### config.mk
export PLATFORM = sky130hd
export DESIGN_NAME = inst_legal_stage
export DESIGN_NICKNAME = d
export VERILOG_FILES = /design/src/rtl/npc_isa_pkg.sv /design/src/rtl/inst_legal_dec.sv /design/src/rtl/inst_legal_stage.sv
export SDC_FILE = /design/constraint.sdc
export NUM_CORES = 1
export LEC_CHECK = 0
export CORE_ASPECT_RATIO = 2
export CORE_MARGIN = 2
export CORE_UTILIZATION = 40
export CTS_BUF_LIST = sky130_fd_sc_hd__clkbuf_16
export CTS_CLUSTER_SIZE = 20
export DETAILED_ROUTE_END_ITERATION = 7
export PLACE_DENSITY = 0.74
export SYNTH_ARGS = -nofsm -noshare
export SYNTH_HDL_FRONTEND = slang
export SYNTH_SLANG_ARGS = --single-unit
### constraint.sdc
create_clock -name clk -period 5.4 [get_ports clk]
set_clock_uncertainty 0.1 [all_clocks]
set_input_delay 1.08 -clock clk [delete_from_list [all_inputs] [get_ports clk]]
set_output_delay 1.08 -clock clk [all_outputs]
set_load 0.02 [all_outputs]
### src/rtl/npc_isa_pkg.sv
`default_nettype none
// ============================================================================
// Module      : npc_isa_pkg
// Description : RISC-V encoding constants, trap causes and stage state type.
// Revision    : 1.0 - initial release
// ============================================================================
package npc_isa_pkg;

  localparam logic [6:0] LOAD      = 7'b0000011;
  localparam logic [6:0] STORE     = 7'b0100011;
  localparam logic [6:0] OP        = 7'b0110011;
  localparam logic [6:0] OP_IMM    = 7'b0010011;
  localparam logic [6:0] OP_32     = 7'b0111011;
  localparam logic [6:0] OP_IMM_32 = 7'b0011011;
  localparam logic [6:0] BRANCH    = 7'b1100011;
  localparam logic [6:0] JAL       = 7'b1101111;
  localparam logic [6:0] JALR      = 7'b1100111;
  localparam logic [6:0] LUI       = 7'b0110111;
  localparam logic [6:0] AUIPC     = 7'b0010111;
  localparam logic [6:0] SYSTEM    = 7'b1110011;
  localparam logic [6:0] MISC_MEM  = 7'b0001111;

  localparam logic [6:0] F7_ZERO   = 7'h00;
  localparam logic [6:0] F7_MULDIV = 7'h01;
  localparam logic [6:0] F7_ALT    = 7'h20;

  localparam logic [31:0] INST_ECALL  = 32'h0000_0073;
  localparam logic [31:0] INST_EBREAK = 32'h0010_0073;
  localparam logic [31:0] INST_MRET   = 32'h3020_0073;

  localparam logic [3:0] MCAUSE_ILLEGAL = 4'd2;
  localparam logic [3:0] MCAUSE_BREAK   = 4'd3;
  localparam logic [3:0] MCAUSE_ECALL_M = 4'd11;

  typedef enum logic [1:0] {
    ST_EMPTY   = 2'd0,
    ST_HOLD    = 2'd1,
    ST_TRAP    = 2'd2,
    ST_BLOCKED = 2'd3
  } stage_state_e;

endpackage
`default_nettype wire

### src/rtl/inst_legal_dec.sv
`default_nettype none
// ============================================================================
// Module      : inst_legal_dec
// Description : Combinational legality classifier for the configured ISA.
// Revision    : 1.0 - initial release
// ============================================================================
module inst_legal_dec
  import npc_isa_pkg::*;
#(
  parameter int XLEN     = 64,
  parameter int EN_M     = 1,
  parameter int EN_ZICSR = 1
) (
  input  logic [31:0] inst,
  output logic        legal,
  output logic        is_ecall,
  output logic        is_ebreak
);

  localparam logic RV64    = (XLEN == 64);
  localparam logic HAS_M   = (EN_M != 0);
  localparam logic HAS_CSR = (EN_ZICSR != 0);

  logic [6:0] opcode;
  logic [6:0] funct7;
  logic [2:0] funct3;
  logic       slli_ok;
  logic       sri_ok;

  always_comb begin
    opcode    = inst[6:0];
    funct3    = inst[14:12];
    funct7    = inst[31:25];
    is_ecall  = (inst == INST_ECALL);
    is_ebreak = (inst == INST_EBREAK);
    // On RV64 funct7[0] is shamt[5], so only the upper six bits select the op.
    if (RV64) begin
      slli_ok = (funct7[6:1] == F7_ZERO[6:1]);
      sri_ok  = (funct7[6:1] == F7_ZERO[6:1]) || (funct7[6:1] == F7_ALT[6:1]);
    end else begin
      slli_ok = (funct7 == F7_ZERO);
      sri_ok  = (funct7 == F7_ZERO) || (funct7 == F7_ALT);
    end

    legal = 1'b0;
    case (opcode)
      LUI, AUIPC, JAL: legal = 1'b1;
      JALR:            legal = (funct3 == 3'd0);
      BRANCH:          legal = (funct3 != 3'd2) && (funct3 != 3'd3);
      LOAD: begin
        case (funct3)
          3'd0, 3'd1, 3'd2, 3'd4, 3'd5: legal = 1'b1;
          3'd3, 3'd6:                   legal = RV64;
          default:                      legal = 1'b0;
        endcase
      end
      STORE:    legal = (funct3 <= 3'd2) || ((funct3 == 3'd3) && RV64);
      OP_IMM: begin
        case (funct3)
          3'd1:    legal = slli_ok;
          3'd5:    legal = sri_ok;
          default: legal = 1'b1;
        endcase
      end
      OP: begin
        case (funct7)
          F7_ZERO:   legal = 1'b1;
          F7_ALT:    legal = (funct3 == 3'd0) || (funct3 == 3'd5);
          F7_MULDIV: legal = HAS_M;
          default:   legal = 1'b0;
        endcase
      end
      OP_IMM_32: begin
        legal = RV64 && ((funct3 == 3'd0) ||
                         ((funct3 == 3'd1) && (funct7 == F7_ZERO)) ||
                         ((funct3 == 3'd5) && ((funct7 == F7_ZERO) || (funct7 == F7_ALT))));
      end
      OP_32: begin
        case (funct7)
          F7_ZERO:   legal = RV64 && ((funct3 == 3'd0) || (funct3 == 3'd1) || (funct3 == 3'd5));
          F7_ALT:    legal = RV64 && ((funct3 == 3'd0) || (funct3 == 3'd5));
          F7_MULDIV: legal = RV64 && HAS_M && (funct3 != 3'd1) && (funct3 != 3'd2) && (funct3 != 3'd3);
          default:   legal = 1'b0;
        endcase
      end
      MISC_MEM: legal = (funct3 == 3'd0);
      SYSTEM: begin
        if (funct3 == 3'd0) begin
          legal = is_ecall || is_ebreak || (inst == INST_MRET);
        end else if (funct3 == 3'd4) begin
          legal = 1'b0;
        end else begin
          legal = HAS_CSR;
        end
      end
      default: legal = 1'b0;
    endcase
  end

endmodule
`default_nettype wire

### src/rtl/inst_legal_stage.sv
`default_nettype none
// ============================================================================
// Module      : inst_legal_stage
// Description : Registered IFU->IDU legality stage with trap port and counter.
// Revision    : 1.0 - initial release
// ============================================================================
module inst_legal_stage
  import npc_isa_pkg::*;
#(
  parameter int XLEN     = 64,
  parameter int EN_M     = 1,
  parameter int EN_ZICSR = 1,
  parameter int CNT_W    = 16
) (
  input  logic             clk,
  input  logic             rst,
  input  logic             in_valid,
  output logic             in_ready,
  input  logic [31:0]      in_inst,
  input  logic [XLEN-1:0]  in_pc,
  output logic             out_valid,
  input  logic             out_ready,
  output logic [31:0]      out_inst,
  output logic [XLEN-1:0]  out_pc,
  output logic             trap_valid,
  input  logic             trap_ack,
  output logic [3:0]       trap_cause,
  output logic [XLEN-1:0]  trap_tval,
  input  logic             flush,
  output logic [CNT_W-1:0] ill_cnt
);

  stage_state_e    state;
  stage_state_e    state_nxt;
  logic            legal;
  logic            is_ecall;
  logic            is_ebreak;
  logic            accept;
  logic            take_trap;
  logic            ack_illegal;
  logic [3:0]      cause_nxt;
  logic [XLEN-1:0] tval_nxt;

  inst_legal_dec #(
    .XLEN     (XLEN),
    .EN_M     (EN_M),
    .EN_ZICSR (EN_ZICSR)
  ) u_dec (
    .inst      (in_inst),
    .legal     (legal),
    .is_ecall  (is_ecall),
    .is_ebreak (is_ebreak)
  );

  always_comb begin
    in_ready  = 1'b0;
    state_nxt = state;
    case (state)
      ST_EMPTY: in_ready = !flush;
      ST_HOLD:  in_ready = out_ready && !flush;
      default:  in_ready = 1'b0;
    endcase

    accept    = in_valid && in_ready;
    take_trap = !legal || is_ecall || is_ebreak;

    if (flush) begin
      state_nxt = ST_EMPTY;
    end else if (accept) begin
      state_nxt = take_trap ? ST_TRAP : ST_HOLD;
    end else begin
      case (state)
        ST_HOLD: if (out_ready) state_nxt = ST_EMPTY;
        ST_TRAP: if (trap_ack)  state_nxt = ST_BLOCKED;
        default: state_nxt = state;
      endcase
    end

    if (is_ecall) begin
      cause_nxt = MCAUSE_ECALL_M;
      tval_nxt  = '0;
    end else if (is_ebreak) begin
      cause_nxt = MCAUSE_BREAK;
      tval_nxt  = in_pc;
    end else begin
      cause_nxt = MCAUSE_ILLEGAL;
      tval_nxt  = XLEN'(in_inst);
    end

    // Counted even when a flush lands in the same cycle as the acknowledge.
    ack_illegal = (state == ST_TRAP) && trap_ack && (trap_cause == MCAUSE_ILLEGAL);
  end

  assign out_valid  = (state == ST_HOLD);
  assign trap_valid = (state == ST_TRAP);

  always_ff @(posedge clk) begin
    if (rst) begin
      state      <= ST_EMPTY;
      out_inst   <= '0;
      out_pc     <= '0;
      trap_cause <= '0;
      trap_tval  <= '0;
      ill_cnt    <= '0;
    end else begin
      state <= state_nxt;
      if (accept) begin
        out_inst <= in_inst;
        out_pc   <= in_pc;
        if (take_trap) begin
          trap_cause <= cause_nxt;
          trap_tval  <= tval_nxt;
        end
      end
      if (ack_illegal && (ill_cnt != {CNT_W{1'b1}})) begin
        ill_cnt <= ill_cnt + CNT_W'(1);
      end
    end
  end

endmodule
`default_nettype wire

==> results of run 1 <==
[layout make-up]
| type | count | area [um2] |
|---|---|---|
| Clock buffer | 17 | 425 |
| Tap cell | 216 | 270 |
| Antenna cell | 2 | 5.00 |
| Fill cell | 1638 | 7380 |
| Timing Repair Buffer | 294 | 2910 |
| Clock inverter | 14 | 105 |
| Sequential cell | 181 | 3620 |
| Multi-Input combinational cell | 585 | 3360 |
| Inverter | 11 | 41.3 |
[power breakdown]
part / total, mW / internal [mW] / switching [mW]
registers: 1.43 / 1.40 / 0.0334
clock network: 1.14 / 0.591 / 0.550
logic: 0.545 / 0.243 / 0.302
total: 3.12 / 2.23 / 0.886
[cells by family after synthesis]
group	count (synthesis)	synth area share
multiplexers	9	0.0123
other	1	0.000511
adder cells (fa/ha/maj)	4	0.00682
flip-flops	181	0.494
AND/OR/NAND/NOR	313	0.195
XOR/XNOR	14	0.0167
AO/OA/AOI/OAI	244	0.219
buffers and inverters	84	0.0559
[registers in the layout, indices dropped and copies added, names as in the netlist]
name,count
ill_cnt,16
out_pc,64
state,2
out_inst,32
trap_tval,64
trap_cause,3
[cell usage in the layout (no fill, tap or decap), types with 4 or more instances in the layout]
| master | count |
|---|---|
| nand3_1 | 7 |
| clkdlybuf4s50_1 | 282 |
| nand2b_1 | 12 |
| dfxtp_1 | 181 |
| inv_1 | 11 |
| clkbuf_16 | 17 |
| inv_6 | 4 |
| nor2_1 | 27 |
| a31oi_1 | 4 |
| xnor2_1 | 7 |
| nor4_1 | 7 |
| nand3b_1 | 8 |
| a21oi_1 | 130 |
| a211oi_1 | 28 |
| buf_4 | 12 |
| nand2_1 | 212 |
| a311oi_1 | 27 |
| nand4_1 | 7 |
| xor2_1 | 7 |
| ha_1 | 4 |
| a22o_1 | 32 |
| o21ai_0 | 6 |
| clkinv_4 | 6 |
| mux2i_1 | 9 |
[cells in the mapped netlist (all sizes together), types with 3 or more instances]
cell,n,area (um2)
nor2,27,101
a311oi,29,267
o21ai,6,30.0
a22o,32,280
dfxtp,181,3620
mux2i,9,90.1
nand4,8,65.1
nand2,212,796
or3,3,18.8
nand3b,8,60.1
or2,3,18.8
clkbuf,41,154
nand2b,12,75.1
nor3,3,15.0
and2,3,18.8
and3,4,25.0
nor4,7,43.8
xnor2,7,61.3
a211oi,28,210
nand3,8,40.0
a21oi,131,659
buf,32,215
inv,11,41.3
xor2,7,61.3
a31oi,5,46.3
ha,4,50.1
[worst paths after layout]
| check | startpoint | to | slack, ns | cells after the start |
|---|---|---|---|---|
| max | in_inst[25] | trap_tval[29]$_SDFFE_PP0P_ | 1.23 | 8 |
| min reg2reg | out_pc[53]$_SDFFE_PP0P_ | out_pc[53]$_SDFFE_PP0P_ | 0.35 | 2 |
| max reg2reg | state[1]$_SDFFE_PP0P_ | trap_tval[29]$_SDFFE_PP0P_ | 2.48 | 8 |
| min | out_pc[53]$_SDFFE_PP0P_ | out_pc[53]$_SDFFE_PP0P_ | 0.35 | 2 |
[stage by stage]
stage	setup slack [ns]	area, um2	instances	hold slack, ns
global placement	0.843	10200	1287	0.341
global route	1.03	10700	1320	0.369
floorplan	2.28	7340	850	0.434
CTS	1.21	10700	1318	0.355
finish	1.23	10700	1320	0.352
detailed placement	0.786	10200	1287	0.346
[per-layer routing]
layer	global-route usage	up-vias	wire, um
li1	-	3451	-
met2	0.462	284	13600
met5	0	-	0
met1	0.267	3375	8990
met4	0.134	0	1180
met3	0.0515	56	1370
[tightest hold or removal path: cells and delay by family, from the launching register on]
| kind | cells | cell delay [ns] |
|---|---|---|
| flops | 1 | 0.31 |
| compound gates | 1 | 0.05 |
| simple gates | 1 | 0.05 |
==> flow_summary.rst, run 1 <==
.. list-table::
   :header-rows: 1

   * - Metric
     - Value
   * - Initial antenna violation count
     - 2
   * - Highest fanout seen on the critical path
     - 27
   * - Average wire per standard cell
     - between 15 and 20 um
   * - Peak VDD IR
     - 0.176 mV
   * - Number of clock buffers inserted by TritonCTS
     - 17
   * - Crit. End Element
     - flop
   * - Detailed Place HPWL
     - between 15 and 20 mm
   * - Slowest stage cell on the critical path
     - clkdlybuf4s50_1
   * - CP bufs+invs
     - 2
   * - Power density over the cells
     - approximately 290 nW/um2
   * - Layout overhead on the synthesized area
     - 46.4%
   * - Count of standard-cell rows
     - 70
   * - Via count
     - 7,166
   * - Remaining routing DRC violations
     - 0
   * - Total Nets Final
     - ~1,200
   * - Setup violation total in the final timing report
     - 0
   * - Leftover overflow at the end of global routing
     - 0
   * - Kind of cell with the highest combined delay on the critical path
     - simple AND/OR/NAND/NOR gates
   * - Setup repair after global routing missed its margin
     - no
   * - Final Wtd Congestion
     - approximately 0.86
   * - Post-cts gate resize count
     - 0
   * - Cell leakage power
     - between 3 and 4 nW
   * - Number of sinks driven by the clock tree
     - ~180
   * - Share of layout cells above drive strength 1
     - 0.0526
   * - Post-CTS Setup Bufs
     - 0
   * - Number of detailed-route iterations in the first pass
     - 4
   * - Number of unique standard cell types used by synthesis
     - 56
   * - Vertical extent of the die
     - 196 um
   * - Most instantiated flip-flop cell in the synthesis netlist
     - dfxtp_1
   * - Outcome
     - finished clean
   * - Floorplan Core Area
     - between 15,000 and 20,000 um2
   * - CP Cell Sequence
     - clkdlybuf4s50_1, nor4_1, nand3_1, nor4b_4, o31a_1, buf_4, a31o_2, a211oi_1
   * - Share of synthesized area occupied by flip-flops and latches
     - 0.494
   * - Number of slew-limit violations in the final report
     - 0
   * - Actual transition at the worst max-transition pin
     - approximately 1.1 ns
   * - Number of buffers inserted by port buffering
     - 283
   * - Die width
     - about 100 um
   * - Final hold vios
     - 0
   * - Mean number of vias per cell
     - approximately 5.4
   * - Combined global-route utilization of all metal layers
     - 0.253
   * - Master cell of the clock root buffer
     - clkbuf_16
   * - Period minus WS final
     - roughly 4.2 ns
   * - Number of global-route vias before repair
     - 6,871
   * - Worst setup SP type
     - input pin
   * - Effective utilization at floorplan
     - 0.405
   * - Summed negative setup slack over all endpoints
     - 0 ns
   * - Max-Slew Margin vs Limit
     - 0.245
   * - Number of flops mapped to enable cells by yosys
     - 0
   * - Nets in the synthesized netlist
     - between 900 and 1,000
   * - Data required, critical path
     - 5.57 ns
   * - Final Core Density
     - 0.593
   * - Summed instance area of the synthesized netlist
     - 7340 um2
   * - Yosys warning count
     - 0
   * - Wire length reported by the detailed router
     - between 20 and 30 mm
   * - TritonCTS clock tree
     - built
   * - Final cycle utilization of the critical path
     - 0.772
   * - Arrival time reported for the critical path endpoint
     - 4.34 ns
   * - Slowest Stage Delay on Critical Path
     - about 0.62 ns
   * - Fraction of registers with async set or reset after synthesis
     - 0
   * - Fmax
     - about 240 MHz
   * - Later-pin clock latency in the skew report
     - approximately 0.43 ns
   * - Total Die Area
     - 19,500 um2
   * - # Max-Cap Violations
     - 0
   * - Post-layout total power
     - 3.12 mW
   * - I/O pin count
     - ~290
   * - FF+latch count, synth
     - ~180
   * - Antenna viol nets, final
     - 0
   * - Mean instance size in the synthesized netlist
     - 8.63 um2
   * - Worst hold path type
     - flop to flop
   * - Maximum number of pins on one net before global-route repair
     - 100
   * - Violation count after the first detailed-routing iteration
     - 336
   * - First-pass GRT wire length
     - about 38 mm
   * - Maximum level of the CTS H-tree
     - 4
   * - Maximum number of buffers from clock root to sink
     - 2
   * - Gate Count Post-Synth
     - 850
   * - Post-CTS clock slew at the launch and capture registers of the worst setup and hold paths
     - around 0.07 ns
   * - Crit Path Category
     - input pin to flop
   * - Hold buffer count at CTS
     - 0
Power figures use the tool's default switching activity.
==> run 2: changes to the inputs <==
--- a/config.mk
+++ b/config.mk
@@ -11,7 +11,7 @@
 export CTS_BUF_LIST = sky130_fd_sc_hd__clkbuf_16
 export CTS_CLUSTER_SIZE = 20
 export DETAILED_ROUTE_END_ITERATION = 7
-export PLACE_DENSITY = 0.74
+export PLACE_DENSITY = 0.77
 export SYNTH_ARGS = -nofsm -noshare
 export SYNTH_HDL_FRONTEND = slang
 export SYNTH_SLANG_ARGS = --single-unit
==> constraint.sdc (replaced) <==
create_clock -name clk -period 3.8 [get_ports clk]
set_clock_uncertainty 0.1 [all_clocks]
set_input_delay 0.76 -clock clk [delete_from_list [all_inputs] [get_ports clk]]
set_output_delay 0.76 -clock clk [all_outputs]
set_load 0.02 [all_outputs]
==> flow_summary.rst, run 2 (synthesis gave the netlist of run 1 again) <==
.. list-table::
   :header-rows: 1

   * - Metric
     - Value
   * - Average wire per standard cell
     - 18.9 um (-0.47%)
   * - Most frequent standard cell in the layout excluding fill and tap cells
     - clkdlybuf4s50_1
   * - Outcome
     - finished clean
   * - Effective utilization at floorplan
     - 0.405 (unchanged)
   * - Maximum number of buffers from clock root to sink
     - 2 (unchanged)
   * - I/O pin count
     - 285 (unchanged)
   * - Later-pin clock latency in the skew report
     - 0.42 ns (about the same)
   * - First-pass GRT wire length
     - 39.1 mm (+2.1%)
   * - Number of detailed-route iterations in the first pass
     - 4 (unchanged)
   * - Number of filler cells placed in the layout
     - 1,641 (+0.18%)
   * - Slowest stage cell on the critical path
     - a41oi_4
   * - Kind of cell with the highest combined delay on the critical path
     - compound AO/OA/AOI/OAI gates
   * - Total Nets Final
     - 1,214 (+1.5%)
   * - Power density over the cells
     - 403 nW/um2 (+39%)
   * - Data required, critical path
     - 4.01 ns (-1.56 ns)
   * - Initial antenna violation count
     - 2 (unchanged)
   * - Period minus WS final
     - between 3 and 4 ns
   * - TritonCTS clock tree
     - built
   * - Fmax
     - ~300 MHz
   * - Wire length reported by the detailed router
     - 25.4 mm (+0.96%)
   * - Number of global-route vias before repair
     - 7,256 (+5.6%)
   * - Number of buffers inserted by port buffering
     - 283 (unchanged)
   * - Via count
     - 7,309 (+2.0%)
   * - Layout overhead on the synthesized area
     - 48.6%
   * - Maximum number of pins on one net before global-route repair
     - 99 (-1.0%)
   * - Post-CTS Setup Bufs
     - 0 (unchanged)
   * - Highest fanout seen on the critical path
     - 33 (+22%)
   * - Number of sinks driven by the clock tree
     - 181 (unchanged)
   * - # Max-Cap Violations
     - 0 (unchanged)
   * - Number of clock buffers inserted by TritonCTS
     - 17 (unchanged)
   * - Peak VDD IR
     - 0.279 mV (+58%)
   * - Final cycle utilization of the critical path
     - 0.889
   * - Antenna viol nets, final
     - 0 (unchanged)
   * - Setup repair after global routing missed its margin
     - no
   * - Combined global-route utilization of all metal layers
     - 0.258 (+0.00461)
   * - Max-Slew Margin vs Limit
     - 0.342 (+0.0973)
   * - Maximum level of the CTS H-tree
     - 4 (unchanged)
   * - CP bufs+invs
     - 3 (+1)
   * - Hold buffer count at CTS
     - 0 (unchanged)
   * - Share of layout cells above drive strength 1
     - 0.0660 (+0.0134)
   * - Most used cells in the layout excluding fill and tap cells
     - 282 x clkdlybuf4s50_1, 212 x nand2_1, 181 x dfxtp_1
   * - Remaining routing DRC violations
     - 0 (unchanged)
   * - Master cell of the clock root buffer
     - clkbuf_16
   * - Post-cts gate resize count
     - 0 (unchanged)
   * - Count of standard-cell rows
     - 70 (unchanged)
   * - Largest regs
     - out_pc: 64 flops, trap_tval: 64 flops, out_inst: 32 flops
   * - Detailed Place HPWL
     - 18.5 mm (+3.9%)
   * - Summed negative setup slack over all endpoints
     - 0 ns (unchanged)
   * - Vertical extent of the die
     - 196 um (unchanged)
   * - Number of slew-limit violations in the final report
     - 0 (unchanged)
   * - Total Die Area
     - 19,500 um2 (unchanged)
   * - Mean number of vias per cell
     - 5.46 (+0.55%)
   * - Worst hold path type
     - flop to flop
   * - Slowest Stage Delay on Critical Path
     - 0.80 ns (+0.18 ns)
   * - CP Cell Sequence
     - clkdlybuf4s50_1, buf_4, nand2b_1, a311oi_1, o22ai_1, a41oi_4, a311oi_4, buf_12, a22o_1
   * - Final Wtd Congestion
     - 0.852 (-1.1%)
   * - Post-layout total power
     - 4.40 mW (+41%)
   * - Violation count after the first detailed-routing iteration
     - 215 (-36%)
   * - Flop-to-flop setup slack
     - 0.96 ns (-1.52 ns)
   * - Worst setup SP type
     - input pin
   * - Crit Path Category
     - input pin to flop
   * - Floorplan Core Area
     - 18,100 um2 (unchanged)
   * - Final hold vios
     - 0 (unchanged)
   * - Arrival time reported for the critical path endpoint
     - 3.59 ns (-0.75 ns)
   * - Cell leakage power
     - 3.87 nW (+2.2%)
   * - Die width
     - 99.8 um (unchanged)
   * - Worst Hold Margin
     - 0.353 ns (+0.00139 ns)
   * - Leftover overflow at the end of global routing
     - 0 (unchanged)
   * - Post-CTS clock slew at the launch and capture registers of the worst setup and hold paths
     - 0.07 ns (about the same)
   * - Setup violation total in the final timing report
     - 0 (unchanged)
   * - Actual transition at the worst max-transition pin
     - 0.984 ns (-0.139 ns)
   * - Crit. End Element
     - flop
## run 2: cell types whose count changed in the layout (fill, tap and decap cells not counted), moves of 2 or more
| cell | before | now |
|---|---|---|
| buf_4 | 12 | 27 |
| inv_1 | 11 | 13 |
| clkinvlp_4 | 0 | 5 |
| inv_6 | 4 | 1 |
| clkinv_4 | 6 | 2 |
| buf_12 | 0 | 3 |
## run 2: worst paths after layout
kind | from | to | cells after the start
hold reg to reg | out_inst[14]$_SDFFE_PP0P_ | out_inst[14]$_SDFFE_PP0P_ | 2
setup reg to reg | state[1]$_SDFFE_PP0P_ | trap_tval[25]$_SDFFE_PP0P_ | 9
hold / removal | out_inst[14]$_SDFFE_PP0P_ | out_inst[14]$_SDFFE_PP0P_ | 2
setup / recovery | in_inst[14] | trap_tval[53]$_SDFFE_PP0P_ | 9
## run 2: cell type report
class	instances	area (um2)	area share
Clock inverter	15	92.6	0.00849
Antenna cell	2	5.00	0.000459
Sequential cell	181	3620	0.332
Tap cell	216	270	0.0248
Multi-Input combinational cell	585	3360	0.308
Clock buffer	17	425	0.0390
Inverter	11	41.3	0.00379
Timing Repair Buffer	312	3090	0.283
## run 2: tightest hold or removal path, stage by stage (launching register included)
cell	delay, ns
dfxtp_1	0.31
nand2_1	0.05
a21oi_1	0.05
## run 2: stage by stage
step / utilization / setup slack [ns] / area (um2) / instances
after floorplan: - / 0.997 / 7340 / 850
after global placement: 0.573 / 0.0837 / 10400 / 1305
after detailed placement: 0.573 / 0.0158 / 10400 / 1305
after CTS: 0.601 / 0.455 / 10900 / 1337
after global routing: 0.602 / 0.210 / 10900 / 1339
final: 0.602 / 0.423 / 10900 / 1339
## run 2: power by group
| part | switching [mW] | leakage [nW] | internal, mW |
|---|---|---|---|
| Sequential | 0.0503 | 1.48 | 1.99 |
| Clock | 0.746 | 0.246 | 0.825 |
| Combinational | 0.430 | 2.15 | 0.363 |
| Total | 1.23 | 3.87 | 3.17 |
## run 2: layer usage
layer / share of wire / track usage
met5: 0 / 0
met4: 0.066 / 0.163
met3: 0.051 / 0.0526
met2: 0.52 / 0.459
met1: 0.36 / 0.271
==> RTL change (config.mk and constraints of run 1) <==
`CNT_W`: 16 -> 12.
--- a/src/rtl/inst_legal_stage.sv
+++ b/src/rtl/inst_legal_stage.sv
@@ -10,7 +10,7 @@
   parameter int XLEN     = 64,
   parameter int EN_M     = 1,
   parameter int EN_ZICSR = 1,
-  parameter int CNT_W    = 16
+  parameter int CNT_W    = 12
 ) (
   input  logic             clk,
   input  logic             rst,
Interface: changed (resized ill_cnt); port bits go from 285 to 281. The function was not compared with the original's and may differ.
==> RTL change against run 1 <==
  * Cell area decreased by 2.4%
  * Largest cell class unchanged
  * Total power decreased by 1.1%
  * Maximum frequency increased by 6.9%
  * Area after synthesis decreased by 3.4%
  * Sequential cell count decreased by 4
  * Routed wire length decreased by 3.6%
  * Critical path depth unchanged
  * Die area decreased by 3.3%
  * Count of clock-buffer cells in the layout unchanged
  * Non-clock buffer count decreased by 4
  * Setup slack improved by 0.27 ns
==> RTL change: results (changes against run 1) <==
- Status: finished, final reports clean
- Place WS: 1.07 ns (+0.280 ns)
- R2r setup slk: 2.27 ns (-0.21 ns)
- Met1 Track Usage GR: 0.255 (-0.0115)
- VDD IR max: 0.198 mV (+12%)
- CP peak stage delay: 0.69 ns (+0.07 ns)
- Leakage: 3.72 nW (-1.7%)
- Vias in the first global route: 6,676 (-2.8%)
- ANT cells: 0 (-2)
- Initial antenna violation count: 0 (-2)
- Slowest-stage cell, CP: a211o_1
- Final Wtd Congestion: 0.847 (-1.6%)
- Synth Net Count: 917 (-4.1%)
- Routing usage on met2: 0.471 (+0.00882)
- Synth cell count leaders: 212 x nand2_1, 177 x dfxtp_1, 100 x a21oi_1, 47 x a31oi_1, 46 x clkbuf_1
- WL final: 24,200 um (-3.6%)
- Fin crit period: 3.90 ns (-0.269 ns)
- DRT iter0 DRCs: 260 (-23%)
- Post-Place Cell Area: 0.00991 mm2 (-2.9%)
- Dpl hpwl: 17,300 um (-2.8%)
- # fillers: 1,501 (-8.4%)
- Crit-path max FO: 34 (+26%)
- DR WL met2: 13,200 um (-3.2%)
- Total global-route track usage: 0.248 (-0.00509)
- Share of post-route cells with drive strength above 1: 0.0696 (+0.0170)
- Port buffer count: 279 (-1.4%)
- GRT met3 Usage: 0.0532 (+0.00170)
- Reg area: 0.00354 mm2 (-2.2%)
- Sequential area share after synthesis: 0.500 (+0.00613)
- First-pass GRT wire length: 36,600 um (-4.4%)
- NumNets Final: 1,156 (-3.3%)
- Max-slew headroom: 0.251 (+0.00578)
- Synth cell types: 58 (+3.6%)
- Met3 WL post-DR: 1200 um (-13%)
- Hold WS: 0.352 ns (+0.000183 ns)
- Post-Synthesis Cells: 811 (-4.6%)
- Sw Pwr: 0.829 mW (-6.4%)
- Metal1 wirelength: 8710 um (-3.1%)
- Largest net degree at the start of global routing: 88 (-12%)
- Largest cells by area after synthesis: dfxtp_1 50%, nand2_1 11%, a21oi_1 7.1%
## RTL change: cell types whose count changed in the layout (fill, tap and decap cells not counted), sizes merged, moves of 6 or more
cell	run 1	this run
o311a	0	6
a21oi	131	100
nand3	8	14
a311oi	29	5
a31oi	5	48
a211oi	28	22
nor3	3	10
nand3b	8	2
mux2i	9	1
## RTL change: cell type report
cell class,count,area share
clock buffers,17,0.0406
clock inverters,15,0.0140
inverters,12,0.00430
multi-input cells,552,0.305
flip-flops and latches,177,0.338
well taps,210,0.0251
repair buffers,290,0.273
## RTL change: path summary, 6_finish.rpt
kind	startpoint	endpoint	cells past startpoint
max	in_inst[28]	trap_tval[56]	8
min	out_pc[54]	out_pc[54]	2
max reg2reg	state[1]	trap_tval[30]	9
min reg2reg	out_pc[54]	out_pc[54]	2
## RTL change: cells by family (layout without fill, tap and decap cells)
kind of cell,count (synthesis),count (layout),share of synthesized area
AND/OR/NAND/NOR,297,297,0.187
AO/OA/AOI/OAI,238,238,0.238
flip-flops,177,177,0.500
buffers and inverters,82,334,0.0524
XOR/XNOR,11,11,0.0136
adder cells (fa/ha/maj),4,4,0.00706
other,1,1,0.000529
multiplexers,1,1,0.00141
## RTL change: power groups by stage
| stage | registers, mW | clock network, mW | logic, mW |
|---|---|---|---|
| floorplan | 1.48 | 0 | 0.171 |
| finish | 1.39 | 1.21 | 0.491 |
| global route | 1.39 | 1.29 | 0.521 |
| global placement | 1.42 | 0 | 0.489 |
| detailed placement | 1.42 | 0 | 0.492 |
| CTS | 1.39 | 1.23 | 0.494 |
## RTL change: critical path: cells and delay by family
| family | cells | cell delay, ns |
|---|---|---|
| compound gates | 4 | 1.31 |
| buf+inv | 2 | 0.93 |
| simple gates | 2 | 0.81 |
